==> src/rtl/pipe_hazard_ctrl.sv <==
// rtl/pipe_hazard_ctrl.sv - 5-stage pipeline sequencer: stall/flush control and perf counters
// Combinational per-register enables from the current hazards; MUL occupancy tracked by a small FSM.
module pipe_hazard_ctrl #(
  parameter int MUL_LAT = 4,
  parameter int CNT_W   = 32
) (
  input  logic             clk,
  input  logic             resetl,
  input  logic [4:0]       id_rn,
  input  logic [4:0]       id_rm,
  input  logic             id_uses_rn,
  input  logic             id_uses_rm,
  input  logic             ex_memread,
  input  logic [4:0]       ex_rd,
  input  logic             ex_br_taken,
  input  logic             ex_mul_start,
  input  logic             mem_busy,
  output logic             pc_we,
  output logic             if_id_we,
  output logic             if_id_flush,
  output logic             id_ex_we,
  output logic             id_ex_flush,
  output logic             ex_mem_we,
  output logic             ex_mem_flush,
  output logic             mem_wb_we,
  output logic [CNT_W-1:0] stall_cycles,
  output logic [CNT_W-1:0] flush_events,
  output logic             mul_busy
);

  typedef enum logic {RUN, MUL_WAIT} state_t;

  localparam int CB     = (MUL_LAT > 1) ? $clog2(MUL_LAT) : 1;
  localparam bit MUL_EN = (MUL_LAT > 1);

  state_t        state, state_nxt;
  logic [CB-1:0] cnt, cnt_nxt;
  logic          load_use;
  logic          flush_inc;

  // XZR (r31) is never a real destination, so it cannot create a hazard.
  always_comb begin
    load_use = ex_memread && (ex_rd != 5'd31) &&
               ((id_uses_rn && (id_rn == ex_rd)) || (id_uses_rm && (id_rm == ex_rd)));
  end

  always_comb begin
    pc_we        = 1'b1;
    if_id_we     = 1'b1;
    if_id_flush  = 1'b0;
    id_ex_we     = 1'b1;
    id_ex_flush  = 1'b0;
    ex_mem_we    = 1'b1;
    ex_mem_flush = 1'b0;
    mem_wb_we    = 1'b1;
    flush_inc    = 1'b0;
    state_nxt    = state;
    cnt_nxt      = cnt;
    if (!resetl) begin
      pc_we     = 1'b0;
      if_id_we  = 1'b0;
      id_ex_we  = 1'b0;
      ex_mem_we = 1'b0;
      mem_wb_we = 1'b0;
      state_nxt = RUN;
      cnt_nxt   = '0;
    end else if (mem_busy) begin
      pc_we     = 1'b0;
      if_id_we  = 1'b0;
      id_ex_we  = 1'b0;
      ex_mem_we = 1'b0;
      mem_wb_we = 1'b0;
    end else if (state == RUN) begin
      if (ex_br_taken) begin
        if_id_flush = 1'b1;
        id_ex_flush = 1'b1;
        flush_inc   = 1'b1;
      end else if (ex_mul_start && MUL_EN) begin
        pc_we        = 1'b0;
        if_id_we     = 1'b0;
        id_ex_we     = 1'b0;
        ex_mem_flush = 1'b1;
        state_nxt    = MUL_WAIT;
        cnt_nxt      = CB'(MUL_LAT - 1);
      end else if (load_use) begin
        pc_we       = 1'b0;
        if_id_we    = 1'b0;
        id_ex_flush = 1'b1;
      end
    end else begin
      // Last MUL_WAIT cycle lets the product advance into EX/MEM.
      if (cnt > CB'(1)) begin
        pc_we        = 1'b0;
        if_id_we     = 1'b0;
        id_ex_we     = 1'b0;
        ex_mem_flush = 1'b1;
        cnt_nxt      = cnt - CB'(1);
      end else begin
        cnt_nxt   = '0;
        state_nxt = RUN;
      end
    end
  end

  assign mul_busy = resetl && (state == MUL_WAIT);

  always_ff @(posedge clk) begin
    if (!resetl) begin
      state        <= RUN;
      cnt          <= '0;
      stall_cycles <= '0;
      flush_events <= '0;
    end else begin
      state <= state_nxt;
      cnt   <= cnt_nxt;
      if (!pc_we && (stall_cycles != {CNT_W{1'b1}}))
        stall_cycles <= stall_cycles + CNT_W'(1);
      if (flush_inc && (flush_events != {CNT_W{1'b1}}))
        flush_events <= flush_events + CNT_W'(1);
    end
  end

endmodule
==> config.mk <==
export PLATFORM = sky130hd
export DESIGN_NAME = pipe_hazard_ctrl
export DESIGN_NICKNAME = d
export VERILOG_FILES = /design/src/rtl/pipe_hazard_ctrl.sv
export SDC_FILE = /design/constraint.sdc
export NUM_CORES = 1
export LEC_CHECK = 0
export ABC_CLOCK_PERIOD_IN_PS = 2300
export CAP_MARGIN = 20
export CORE_MARGIN = 8
export CORE_UTILIZATION = 32
export DETAILED_ROUTE_END_ITERATION = 6
export GPL_TIMING_DRIVEN = 1
export PLACE_DENSITY_LB_ADDON = 0.08
export SLEW_MARGIN = 10
export SYNTH_ARGS = -nofsm -noshare
export SYNTH_HDL_FRONTEND = slang
export SYNTH_SLANG_ARGS = --single-unit
==> constraint.sdc <==
create_clock -name clk -period 2.3 [get_ports clk]
set_input_delay 0.46 -clock clk [delete_from_list [all_inputs] [get_ports clk]]
set_output_delay 0.46 -clock clk [all_outputs]
set_load 0.05 [all_outputs]
* Yosys cells after proc, flatten, opt, wreduce, memory -nomap -nowiden
Cells that the tools add are included.
Cells by class: eq/ne operators 6, bitwise gates (word level) 1, reductions and logical operators 11, $add $sub $neg 3, mux-type cells 34, magnitude comparators 1
Operators by type and width (number):
- 32-bit by 1-bit adder with 32-bit output (second input constant) | 2
- 32-bit inequality test (second input constant) | 2
- 1-bit 2-to-1 mux | 30
- 5-bit == test | 2
- 2-bit 2-to-1 mux | 4
- 1-bit logical AND | 7
- 5-bit inequality test (second input constant) | 1
- 3-bit AND reduction | 1
- 2-bit by 1-bit greater-than comparator with 1-bit output (second input constant) | 1
- 2-bit by 1-bit inequality test with 1-bit output (second input constant) | 1
- 2-bit nonzero test | 1
- 2-bit by 1-bit subtractor with 2-bit output (second input constant) | 1
- 1-bit logical NOT | 1
- 1-bit logical OR | 1
- 1-bit NOT | 1
Word-level totals: output and inout bits 73, register bits after elaboration 67, logic and storage cells 60

* Logic depth before layout (Yosys ltp)
depth in word-level cells 12, gate-level depth with buffers 10

* Least setup slack after synthesis
OpenSTA, ideal clock, no wires.
path kind input to output, from input port mem_busy, to output port pc_we, required time 1.840 ns, slack -0.603 ns, cell stages on the path 9, arrival time 2.443 ns, cells stage by stage nand2b_4 inv_1 nand2_1 inv_2 o21ai_2 o21ai_2 buf_2 buf_2 buf_4
Between the ends: cells in the longest elaborated chain, start to end 2
Ends and longest elaborated chain:
- start: declaration | RTL line 17 | input logic mem_busy,
- 1-bit 2-to-1 mux (2 in series)
- end: declaration | RTL line 18 | output logic pc_we,
Every way passes these cells.

* Worst setup path after layout
from input port ex_memread, to output port pc_we
Between the ends: cells in the longest elaborated chain, start to end 8
Ends and longest elaborated chain:
- start: declaration | RTL line 13 | input logic ex_memread,
- 1-bit logical AND (2 in series) | RTL line 43 | load_use = ex_memread && (ex_rd != 5'd31) &&
- 1-bit 2-to-1 mux | RTL line 85 | end else if (load_use) begin
- 1-bit 2-to-1 mux | RTL line 78 | end else if (ex_mul_start && MUL_EN) begin
- 1-bit 2-to-1 mux | RTL line 74 | if (ex_br_taken) begin
- 1-bit 2-to-1 mux | RTL line 73 | end else if (state == RUN) begin
- 1-bit 2-to-1 mux | RTL line 67 | end else if (mem_busy) begin
- 1-bit 2-to-1 mux | RTL line 59 | if (!resetl) begin
Every way passes these cells.

==> impl_metrics.json <==
{
  "final_nets": 587,
  "multi_input_area_um2": 2170,
  "relSlewSlack_pct": 61.5,
  "p_leak_uw": 0.00197,
  "required_ps": 1840,
  "power_density_nw_per_um2": 532,
  "path_delay_family": "buffers and inverters",
  "synth_cells": 435,
  "io_buffers": 95,
  "synthTopCellsByArea": "dfxtp_1 37%, a21oi_1 5.0%, nand3_1 4.3%, nand4_1 4.1%, nand2_1 3.7%",
  "cp.depth": 8,
  "min_period_over_period_pct": 98.4,
  "initial_core_util_pct": 32.3,
  "rows": 39,
  "rr_endpoint": "stall_cycles[12]",
  "synth_flop_cell": "dfxtp_1",
  "cts_tree": "yes",
  "drive_gt1_share_pct": 17.7,
  "hold_viol": 0,
  "core_um2": 11300,
  "ys_types": 52,
  "fmax_mhz": 442,
  "regArea_um2": 1350,
  "grt_pass1_wl_um": 17300,
  "die_height_um": 123,
  "worst-path-max-fanout": 2,
  "rrSetupSlack_ps": 170,
  "ioPinCount": 96,
  "status": "finished, final reports clean",
  "reg2reg_from": "state",
  "drt_pass1_iterations": 4,
  "fin_area_um2": 5480,
  "diodes": 0,
  "cp-start-kind": "input pin",
  "viasPerCell": 5.15,
  "cts.clk_slew.worst_paths_ps": 50,
  "r2r_cells": 9,
  "drt_wl_total_um": 10700,
  "numCtsBuffers": 9,
  "syn_area_per_cell_um2": 8.36,
  "period_needed_ps": 2260,
  "insertion_delay_ps": 320,
  "slowest_stage": "clkdlybuf4s50_1",
  "worstPathArrival_ps": 1800,
  "path_cells": "clkdlybuf4s50_1 -> o211ai_1 -> buf_4 -> o21ai_4 -> o21ai_4 -> buf_12 -> buf_12 -> buf_12",
  "placed_area_um2": 5010,
  "grt-ovfl-total": 0,
  "synth_common_cells": "67 x dfxtp_1, 36 x a21oi_1, 36 x nand2_1, 31 x nand3_1, 24 x nand4_1",
  "die_w_um": 123,
  "htreeDepth": 3,
  "final-setup-viol-count": 0,
  "synth_edf_count": 0,
  "ys_ff_latch": 67,
  "cp-startpoint": "ex_memread",
  "grt_pass1_vias": 3439,
  "rsz0062_at_grt": "false",
  "slew_viol_final": 0,
  "cts_root_buf": "clkbuf_16",
  "synth.most_common_cell": "dfxtp_1",
  "clock-skew-final_ps": 9.16,
  "fillers": 1091,
  "syn-num-nets": 460,
  "critPathCapture": "pc_we",
  "yosysWarnings": 0,
  "syn_area_um2": 3640,
  "antenna_found_initial": 0,
  "final.setup.tns_ps": 0,
  "drt_iter0_markers": 129,
  "cts_hold_buffers": 0,
  "wl_per_cell_um": 15.1,
  "final_util_pct": 48.7,
  "path_common_cell": "buf_12",
  "drc_errors": 0,
  "grt.total_usage_pct": 14.3,
  "gp_congestion": 0.805,
  "cts.sinks": 67,
  "end_kind": "output pin",
  "yosysSeqAreaShare_pct": 36.9,
  "async_reset_ff_share_pct": 0,
  "grt_max_degree": 50,
  "area_growth_pct": 50.8,
  "synth_top_area_share_pct": 36.9,
  "max-cap-violations": 0,
  "min_path_type": "flop to flop",
  "cpPeakStageDelay_ps": 470,
  "synth_top_cell_by_area": "dfxtp_1",
  "drtAntennaViolNets": 0,
  "vias": 3651,
  "path_class": "input pin to output pin",
  "tightest_slew_ps": 578,
  "hpwl_um": 7460,
  "ir_worst_vdd_mv": 0.295,
  "path_buf_inv": 5,
  "clk_path_buf_depth": 2,
  "fp.dieArea_um2": 15000
}
## state kept, by name (all words and copies together) (netlist names)
name	cells
state	1
flush_events	32
stall_cycles	32
cnt	2
## area by class of cell
cell class                      instances  area share (%)
Multi-Input combinational cell        333            39.6
Timing Repair Buffer                  143            26.5
Sequential cell                        67            24.6
Clock buffer                           13            4.75
Tap cell                              143            3.26
Inverter                                8           0.662
Clock inverter                          2           0.639
## layer usage
metal | wire length, um | track usage [%] | vias to the layer above
met4 | 59 | 3.20 | 0
met3 | 628 | 4.74 | 5
met1 | 4770 | 17.1 | 1725
li1 | - | - | 1855
met2 | 5270 | 24.2 | 66
met5 | 0 | 0 | -
## cells in the final DEF (no fill, tap or decap), types with 3 or more instances in the layout
cell | Yosys | layout
a21oi_1 | 36 | 35
and2_1 | 6 | 6
and3_1 | 11 | 11
and4_1 | 11 | 11
buf_12 | 0 | 14
buf_4 | 3 | 41
clkbuf_16 | 0 | 9
clkbuf_2 | 0 | 6
clkdlybuf4s15_1 | 0 | 5
clkdlybuf4s50_1 | 0 | 67
dfxtp_1 | 67 | 62
dfxtp_2 | 0 | 5
dlygate4sd2_1 | 0 | 8
inv_1 | 7 | 6
mux2i_1 | 10 | 10
nand2_1 | 36 | 35
nand2b_1 | 10 | 10
nand3_1 | 31 | 31
nand4_1 | 24 | 24
nor2_1 | 23 | 23
nor4_1 | 6 | 6
o211ai_1 | 3 | 3
o21ai_0 | 21 | 21
o31ai_1 | 13 | 13
or3_1 | 20 | 20
or4_1 | 12 | 12
xnor2_1 | 15 | 14
xor2_1 | 11 | 11
## logic make-up (layout without fill, tap and decap cells)
family / Yosys count / in the layout / share of synthesized area [%]
xor gates and xnor gates: 26 / 26 / 6.26
and+or+nand+nor: 208 / 208 / 34.0
buffers and inverters: 35 / 166 / 5.30
adders and majority gates: 2 / 2 / 0.688
AOI/OAI and AO/OA: 87 / 87 / 14.1
DFF: 67 / 67 / 36.9
muxes: 10 / 10 / 2.75
## power by group
group	internal (uW)	total [uW]	leakage [uW]	switching (uW)
clock	891	1370	0.000146	482
combinational	177	361	0.00128	184
sequential	1170	1180	0.000542	8.76
total	2240	2910	0.00197	674
## worst min-delay path by stage
stage / start / endpoint / slack, ps / cells past startpoint
3_3_place_gp: cnt[0] / cnt[0] / 480 / 2
4_1_cts: cnt[0] / cnt[0] / 490 / 2
2_1_floorplan: cnt[0] / cnt[0] / 460 / 2
6_report: cnt[0] / cnt[0] / 490 / 2
5_1_grt: stall_cycles[17] / stall_cycles[17] / 510 / 2
3_5_place_dp: cnt[0] / cnt[0] / 480 / 2
## timing repair
item,CTS,global route
setup endpoints to repair,3,4
gates cloned,1,0
pin swaps,17,14
resized for setup,31,18
setup buffers,11,1
## worst min-delay path, delay by kind of cell (launching register included)
family	cells	cell delay [ps]
compound gates	2	130
flops	1	310
## stage by stage
| stage | worst slack (ps) | hold WS, ps | total power, uW | std cells |
|---|---|---|---|---|
| after global routing | 0.0328 | 510 | 3030 | 709 |
| after CTS | 11.1 | 488 | 2950 | 708 |
| after detailed placement | -336 | 481 | 1520 | 681 |
| final | 36.7 | 486 | 2910 | 709 |
| after floorplan | -91.2 | 464 | 1370 | 435 |
| after global placement | -278 | 476 | 1520 | 681 |
Power figures use the tool's default switching activity.
==> variant 1 (same settings) <==
Set the parameter `MUL_LAT` to 8 (it was 4).
--- a/src/rtl/pipe_hazard_ctrl.sv
+++ b/src/rtl/pipe_hazard_ctrl.sv
@@ -1,7 +1,7 @@
 // rtl/pipe_hazard_ctrl.sv - 5-stage pipeline sequencer: stall/flush control and perf counters
 // Combinational per-register enables from the current hazards; MUL occupancy tracked by a small FSM.
 module pipe_hazard_ctrl #(
-  parameter int MUL_LAT = 4,
+  parameter int MUL_LAT = 8,
   parameter int CNT_W   = 32
 ) (
   input  logic             clk,
Behaviour: not the same (Yosys sat finds a counterexample within 4 cycles, from zero or initial values and one cycle with resetl low).
==> variant 1 against the unedited design <==
- the flow now finishes with violations (setup timing)
- wire length decreased by 6.7%
- area after synthesis decreased by 6.1%
- clock power decreased by 34%
- sequential share of layout area increased by 2.6 points
- clock skew increased by 0.0012 ns
- synthesized cell count decreased by 6.0%
- sequential cell count increased by 1
- setup slack got worse by 0.11 ns
- first-iteration DRC count decreased by 11%
- count of clock-buffer cells in the layout increased by 2
- cell area decreased by 4.0%
- core utilization increased by 2.4 points
- total power decreased by 18%
- largest power group is now registers
==> variant 1: results (changes against the unedited design) <==
Status
  • Outcome: complete, but fails checks (was finished clean)
  • Failing checks: setup timing

Critical path
  • R2R depth: 7 (was 9)
  • Slowest-stage cell, CP: a311o_1 (was clkdlybuf4s50_1)
  • Reg2Reg Setup Slack: 0.14 ns (was 0.17 ns)
  • RR Startpoint: stall_cycles[4]$_SDFFE_PN0P_ (was state$_SDFFE_PN0N_)
  • Worst Setup SP: cnt[1]$_SDFFE_PN0P_ (was ex_memread)
  • R2r endpoint: stall_cycles[31]$_SDFFE_PN0P_ (was stall_cycles[12]$_SDFFE_PN0P_)
  • Max incr delay on CP: 0.38 ns (was 0.47 ns)
  • Crit path DAT: 1.92 ns (was 1.80 ns)

Placed design
  • RePlAce Congestion: 0.807 (was 0.805)
  • Inst Count DP: 662 (was 681)
  • Placed inst area: 0.00493 sq mm (was 0.00501 sq mm)
  • Dpl hpwl: 7340 um (was 7460 um)
  • Pre-CTS WS: -0.658 ns (was -0.336 ns)

Timing
  • Slew headroom: 62.5% (was 61.5%)
  • Clock Skew: 0.0104 ns (was 0.00916 ns)
  • Setup ws final: -0.0768 ns (was 0.0367 ns)
  • Setup violations, final: 2 (was 0)

Final layout
  • Ant. Diodes: 0 (unchanged)
  • Layout cells sized above 1: 25.4% (was 17.7%)
  • Largest registers: flush_events x32, stall_cycles x32, cnt x3 (was flush_events x32, stall_cycles x32, cnt x2)
  • # nets final: 573 (was 587)

Clock tree
  • CTS Buf Count: 9 (unchanged)
  • Root Driver: clkbuf_8 (was clkbuf_16)
  • Reg clk slew, reported paths: 0.07 ns (was 0.05 ns)
  • Clk_lat worst skew: 0.35 ns (was 0.32 ns)

Global routing
  • First-pass GRT wire length: 16400 um (was 17300 um)
  • Total GRT Usage: 14.0% (was 14.3%)
  • Largest net degree at the start of global routing: 37 (was 50)

Synthesis
  • Synthesized Nets: 436 (was 460)
  • Synth top area cells: dfxtp_1 40%, xor2_1 9.0%, nor2_1 6.0% (was dfxtp_1 37%, a21oi_1 5.0%, nand3_1 4.3%)
  • Commonest cells in the netlist: 68 x dfxtp_1, 55 x nor2_1, 36 x nand2_1 (was 67 x dfxtp_1, 36 x a21oi_1, 36 x nand2_1)
  • Synth Area per Inst: 8.35 sq um (was 8.36 sq um)
  • Unique masters post-synth: 50 (was 52)
  • Register area share after synthesis: 39.9% (was 36.9%)

Routing
  • Via density: 4.86 (was 5.15)
  • Via Count: 3336 (was 3651)
  • Initial DRC count: 115 (was 129)
  • Average wire per standard cell: 14.6 um (was 15.1 um)

Pwr
  • Leak pwr: 1.97 nW (about the same)
  • Peak supply drop: 314 uV (was 295 uV)
variant 1: changes by cell type after synthesis, moves of 9 or more:
cell	change
mux2i_1	-9
or3_1	-12
a21oi_1	-24
nor2_1	+32
xor2_1	+24
variant 1: worst min-delay path by stage:
stage | startpoint | endpoint | slack (ns)
2_1_floorplan | cnt[2]$_SDFFE_PN0P_ | cnt[2]$_SDFFE_PN0P_ | 0.49
3_3_place_gp | stall_cycles[28]$_SDFFE_PN0P_ | stall_cycles[28]$_SDFFE_PN0P_ | 0.47
3_5_place_dp | stall_cycles[25]$_SDFFE_PN0P_ | stall_cycles[25]$_SDFFE_PN0P_ | 0.49
4_1_cts | stall_cycles[22]$_SDFFE_PN0P_ | stall_cycles[22]$_SDFFE_PN0P_ | 0.50
5_1_grt | stall_cycles[25]$_SDFFE_PN0P_ | stall_cycles[25]$_SDFFE_PN0P_ | 0.51
6_report | stall_cycles[28]$_SDFFE_PN0P_ | stall_cycles[28]$_SDFFE_PN0P_ | 0.49
variant 1: area by class of cell:
type | count | area [sq um]
repair buffers | 144 | 1410
well taps | 136 | 170
flip-flops and latches | 68 | 1430
fillers | 988 | 5060
multi-input cells | 311 | 2040
clock inverters | 1 | 7.51
inverters | 12 | 50.0
clock buffers | 15 | 166
variant 1: logic make-up (layout without fill, tap and decap cells):
group,after synthesis,in the layout,share of synthesized area (%)
xor gates and xnor gates,57,57,14.6
muxes,1,1,0.293
and+or+nand+nor,201,201,30.7
buffers and inverters,30,172,3.77
DFF,68,68,39.9
AOI/OAI and AO/OA,48,48,9.23
adders and majority gates,4,4,1.47
variant 1: layer usage:
| metal | global-route usage, % | vias up | part of all wire [%] |
|---|---|---|---|
| li1 | - | 1691 | - |
| met1 | 17.9 | 1542 | 48 |
| met2 | 21.7 | 95 | 44 |
| met3 | 4.91 | 8 | 7.2 |
| met4 | 4.22 | 0 | 0.91 |
| met5 | 0 | - | 0 |
variant 1: through the flow:
stage | setup TNS [ns] | utilization [%]
finish | -0.152 | 51.0
global route | -0.381 | 51.0
CTS | -0.165 | 50.2
detailed placement | -13.89 | 47.7
global placement | -12.47 | 47.7
floorplan | -0.0337 | -
variant 1: worst max-delay path, delay by kind of cell, from the launching register on:
family	cells	cell delay, ns
compound gates	4	0.72
buf+inv	4	0.42
flops	1	0.32
fa+ha+maj	1	0.12
variant 1: timing repair:
item,in CTS,in global routing
endpoints found under the setup margin,18,35
resized for setup,30,24
pin swaps,17,14
endpoints found under the hold margin,0,0
gates cloned,0,1
setup buffers,7,2
variant 1: power breakdown:
part	switching [mW]	total, mW	internal, mW
registers	0.0151	1.20	1.18
clock network	0.445	0.898	0.453
logic	0.160	0.305	0.144
total	0.621	2.40	1.78
==> variant 2 (same settings) <==
Made on the original files. Reset style: asynchronous (`resetl`), changed in one clocked block.
--- a/src/rtl/pipe_hazard_ctrl.sv
+++ b/src/rtl/pipe_hazard_ctrl.sv
@@ -104,7 +104,7 @@
 
   assign mul_busy = resetl && (state == MUL_WAIT);
 
-  always_ff @(posedge clk) begin
+  always_ff @(posedge clk or negedge resetl) begin
     if (!resetl) begin
       state        <= RUN;
       cnt          <= '0;
Behaviour: differs if resetl is asserted again (counterexample within 4 cycles, from zero or initial values and one cycle with resetl low); with resetl held inactive, the same outputs for 10 cycles.
==> variant 2 against the unedited design <==
- cell count shrank 17%
- global-route usage shrank 1.0 points
- area after synthesis shrank 6.2%
- wire length shrank 16%
- cell area shrank 6.5%
- critical path depth shrank 3
- setup slack gained 0.047 ns
- count of clock-buffer cells in the layout shrank 3
- sequential cell count is the same
- first-iteration DRC count grew 5.4%
Power is not compared: it rests on default switching activity, and its combinational part moved more than twofold at a synthesized area within 25%.
==> variant 2: results (changes against the unedited design) <==
Timing
  • Slew headroom: 56.1% (was 61.5%)
  • Min Hold Slack: 0.145 ns (was 0.486 ns)
  • Clock Skew: 0.0147 ns (was 0.00916 ns)

Synthesis
  • Synth Area in XOR/XNOR: 18.5% (was 6.26%)
  • Commonest cells in the netlist: 67 x dfrtp_1, 47 x xnor2_1, 25 x xor2_1 (was 67 x dfxtp_1, 36 x a21oi_1, 36 x nand2_1)
  • Compound-Gate Fraction of Synth Area: 5.13% (was 14.1%)
  • Unique masters post-synth: 45 (was 52)
  • Async SR Flop Fraction: 100% (was 0%)
  • Register area share after synthesis: 49.1% (was 36.9%)
  • Synthesized Nets: 338 (was 460)
  • Most common flop cell mapped by yosys: dfrtp_1 (was dfxtp_1)
  • Synth warn: 0 (unchanged)
  • Area share of fa/ha/maj cells after synthesis: 0.733% (was 0.688%)
  • Synth top area cells: dfrtp_1 49%, xnor2_1 12%, xor2_1 6.4% (was dfxtp_1 37%, a21oi_1 5.0%, nand3_1 4.3%)
  • Post-synthesis mux area share: 0.770% (was 2.75%)

Clock tree
  • CTS Buf Count: 9 (unchanged)
  • Clock Path Buffers: 2 (unchanged)
  • Clk_lat worst skew: 0.34 ns (was 0.32 ns)
  • Root Driver: clkbuf_8 (was clkbuf_16)
  • Reg clk slew, reported paths: 0.08 ns (was 0.05 ns)
  • CTS HTree Levels: 3 (unchanged)

Status
  • Outcome: finished clean (unchanged)

Routing
  • Via density: 4.75 (was 5.15)
  • Initial DRC count: 136 (was 129)
  • WL final: 9040 um (was 10700 um)
  • First-pass DRT Iterations: 4 (unchanged)

Critical path
  • RR Startpoint: stall_cycles[1]$_DFFE_PN0P_ (was state$_SDFFE_PN0N_)
  • Max incr delay on CP: 0.50 ns (was 0.47 ns)
  • CP max FO: 4 (was 2)
  • Slowest-stage cell, CP: clkdlybuf4s50_1 (unchanged)
  • Crit path DAT: 1.76 ns (was 1.80 ns)
  • R2r endpoint: stall_cycles[6]$_DFFE_PN0P_ (was stall_cycles[12]$_SDFFE_PN0P_)
  • R2R depth: 8 (was 9)
  • Reg2Reg Setup Slack: 0.11 ns (was 0.17 ns)

Global routing
  • Total GRT Usage: 13.2% (was 14.3%)
  • Number of global-route vias before repair: 2979 (was 3439)
  • First-pass GRT wire length: 15300 um (was 17300 um)
  • Largest net degree at the start of global routing: 53 (was 50)
  • Initial antenna violation count: 0 (unchanged)

Final layout
  • # nets final: 473 (was 587)
  • Layout cells sized above 1: 21.4% (was 17.7%)
  • Largest registers: flush_events x32, stall_cycles x32, cnt x2 (unchanged)
  • Ant. Diodes: 0 (unchanged)

Placed design
  • Dpl hpwl: 6750 um (was 7460 um)
  • RePlAce Congestion: 0.750 (was 0.805)
  • Placed inst area: 0.00485 sq mm (was 0.00501 sq mm)
  • Port-buffer cells: 95 (unchanged)

Pwr
  • Peak supply drop: slightly below 800 uV
  • Leak pwr: between 2 and 2.5 nW

Worst hold path
  • Hold Crit Class: input pin to async pin (was flip-flop to flip-flop)
variant 2: repair_timing:
action                                  in CTS  in global routing
setup buffers                                2                  1
resized for setup                           28                 15
endpoints found under the setup margin       3                  3
pin swaps                                   10                 10
variant 2: cells by family after synthesis:
group	Yosys count
simple gates	134
xor+xnor	72
flops	67
compound gates	20
buf+inv	16
mux	2
fa+ha+maj	2
variant 2: through the flow:
| step | setup TNS, ns | worst slack [ns] | std cells |
|---|---|---|---|
| 2_1_floorplan | 0 | 0.00748 | 313 |
| 3_3_place_gp | -5.42 | -0.241 | 570 |
| 3_5_place_dp | -7.19 | -0.293 | 570 |
| 4_1_cts | 0 | 0.00294 | 588 |
| 5_1_grt | -0.00993 | -0.00993 | 589 |
| 6_report | 0 | 0.0838 | 589 |
variant 2: layout make-up:
class                      count  area (sq um)
fill                         995          5200
multi-input combinational    230          1760
sequential                    67          1680
timing repair buffer         131          1310
tap                          136           170
clock buffer                  10           138
clock inverter                 6          40.0
inverter                       9          33.8
variant 2: worst max path at each step:
stage / from / to / slack [ns] / cells after the start
5_1_grt: ex_rd[1] / id_ex_flush / -0.01 / 8
6_report: ex_br_taken / if_id_we / 0.08 / 5
3_3_place_gp: ex_rd[4] / stall_cycles[1]$_DFFE_PN0P_ / -0.24 / 7
4_1_cts: ex_rd[4] / id_ex_flush / 0.003 / 8
2_1_floorplan: stall_cycles[0]$_DFFE_PN0P_ / stall_cycles[1]$_DFFE_PN0P_ / 0.007 / 7
3_5_place_dp: ex_rd[2] / if_id_we / -0.29 / 8
variant 2: critical path: cells and delay by family:
kind	cells	cell delay [ns]
simple gates	1	0.07
buf+inv	2	0.68
compound gates	2	0.55
variant 2: power breakdown:
part | internal, mW | total (mW) | leakage [nW] | switching (mW)
clock | 0.421 | 0.894 | 0.0924 | 0.474
sequential | 1.29 | 1.40 | 0.881 | 0.108
combinational | 0.495 | 1.20 | 1.34 | 0.702
variant 2: per-layer routing:
layer | track usage (%) | vias to the layer above | part of all wire (%)
li1 | - | 1374 | -
met4 | 5.38 | 0 | 1.6
met2 | 22.8 | 51 | 51
met3 | 4.16 | 8 | 4.7
met5 | 0 | - | 0
met1 | 14.9 | 1363 | 42
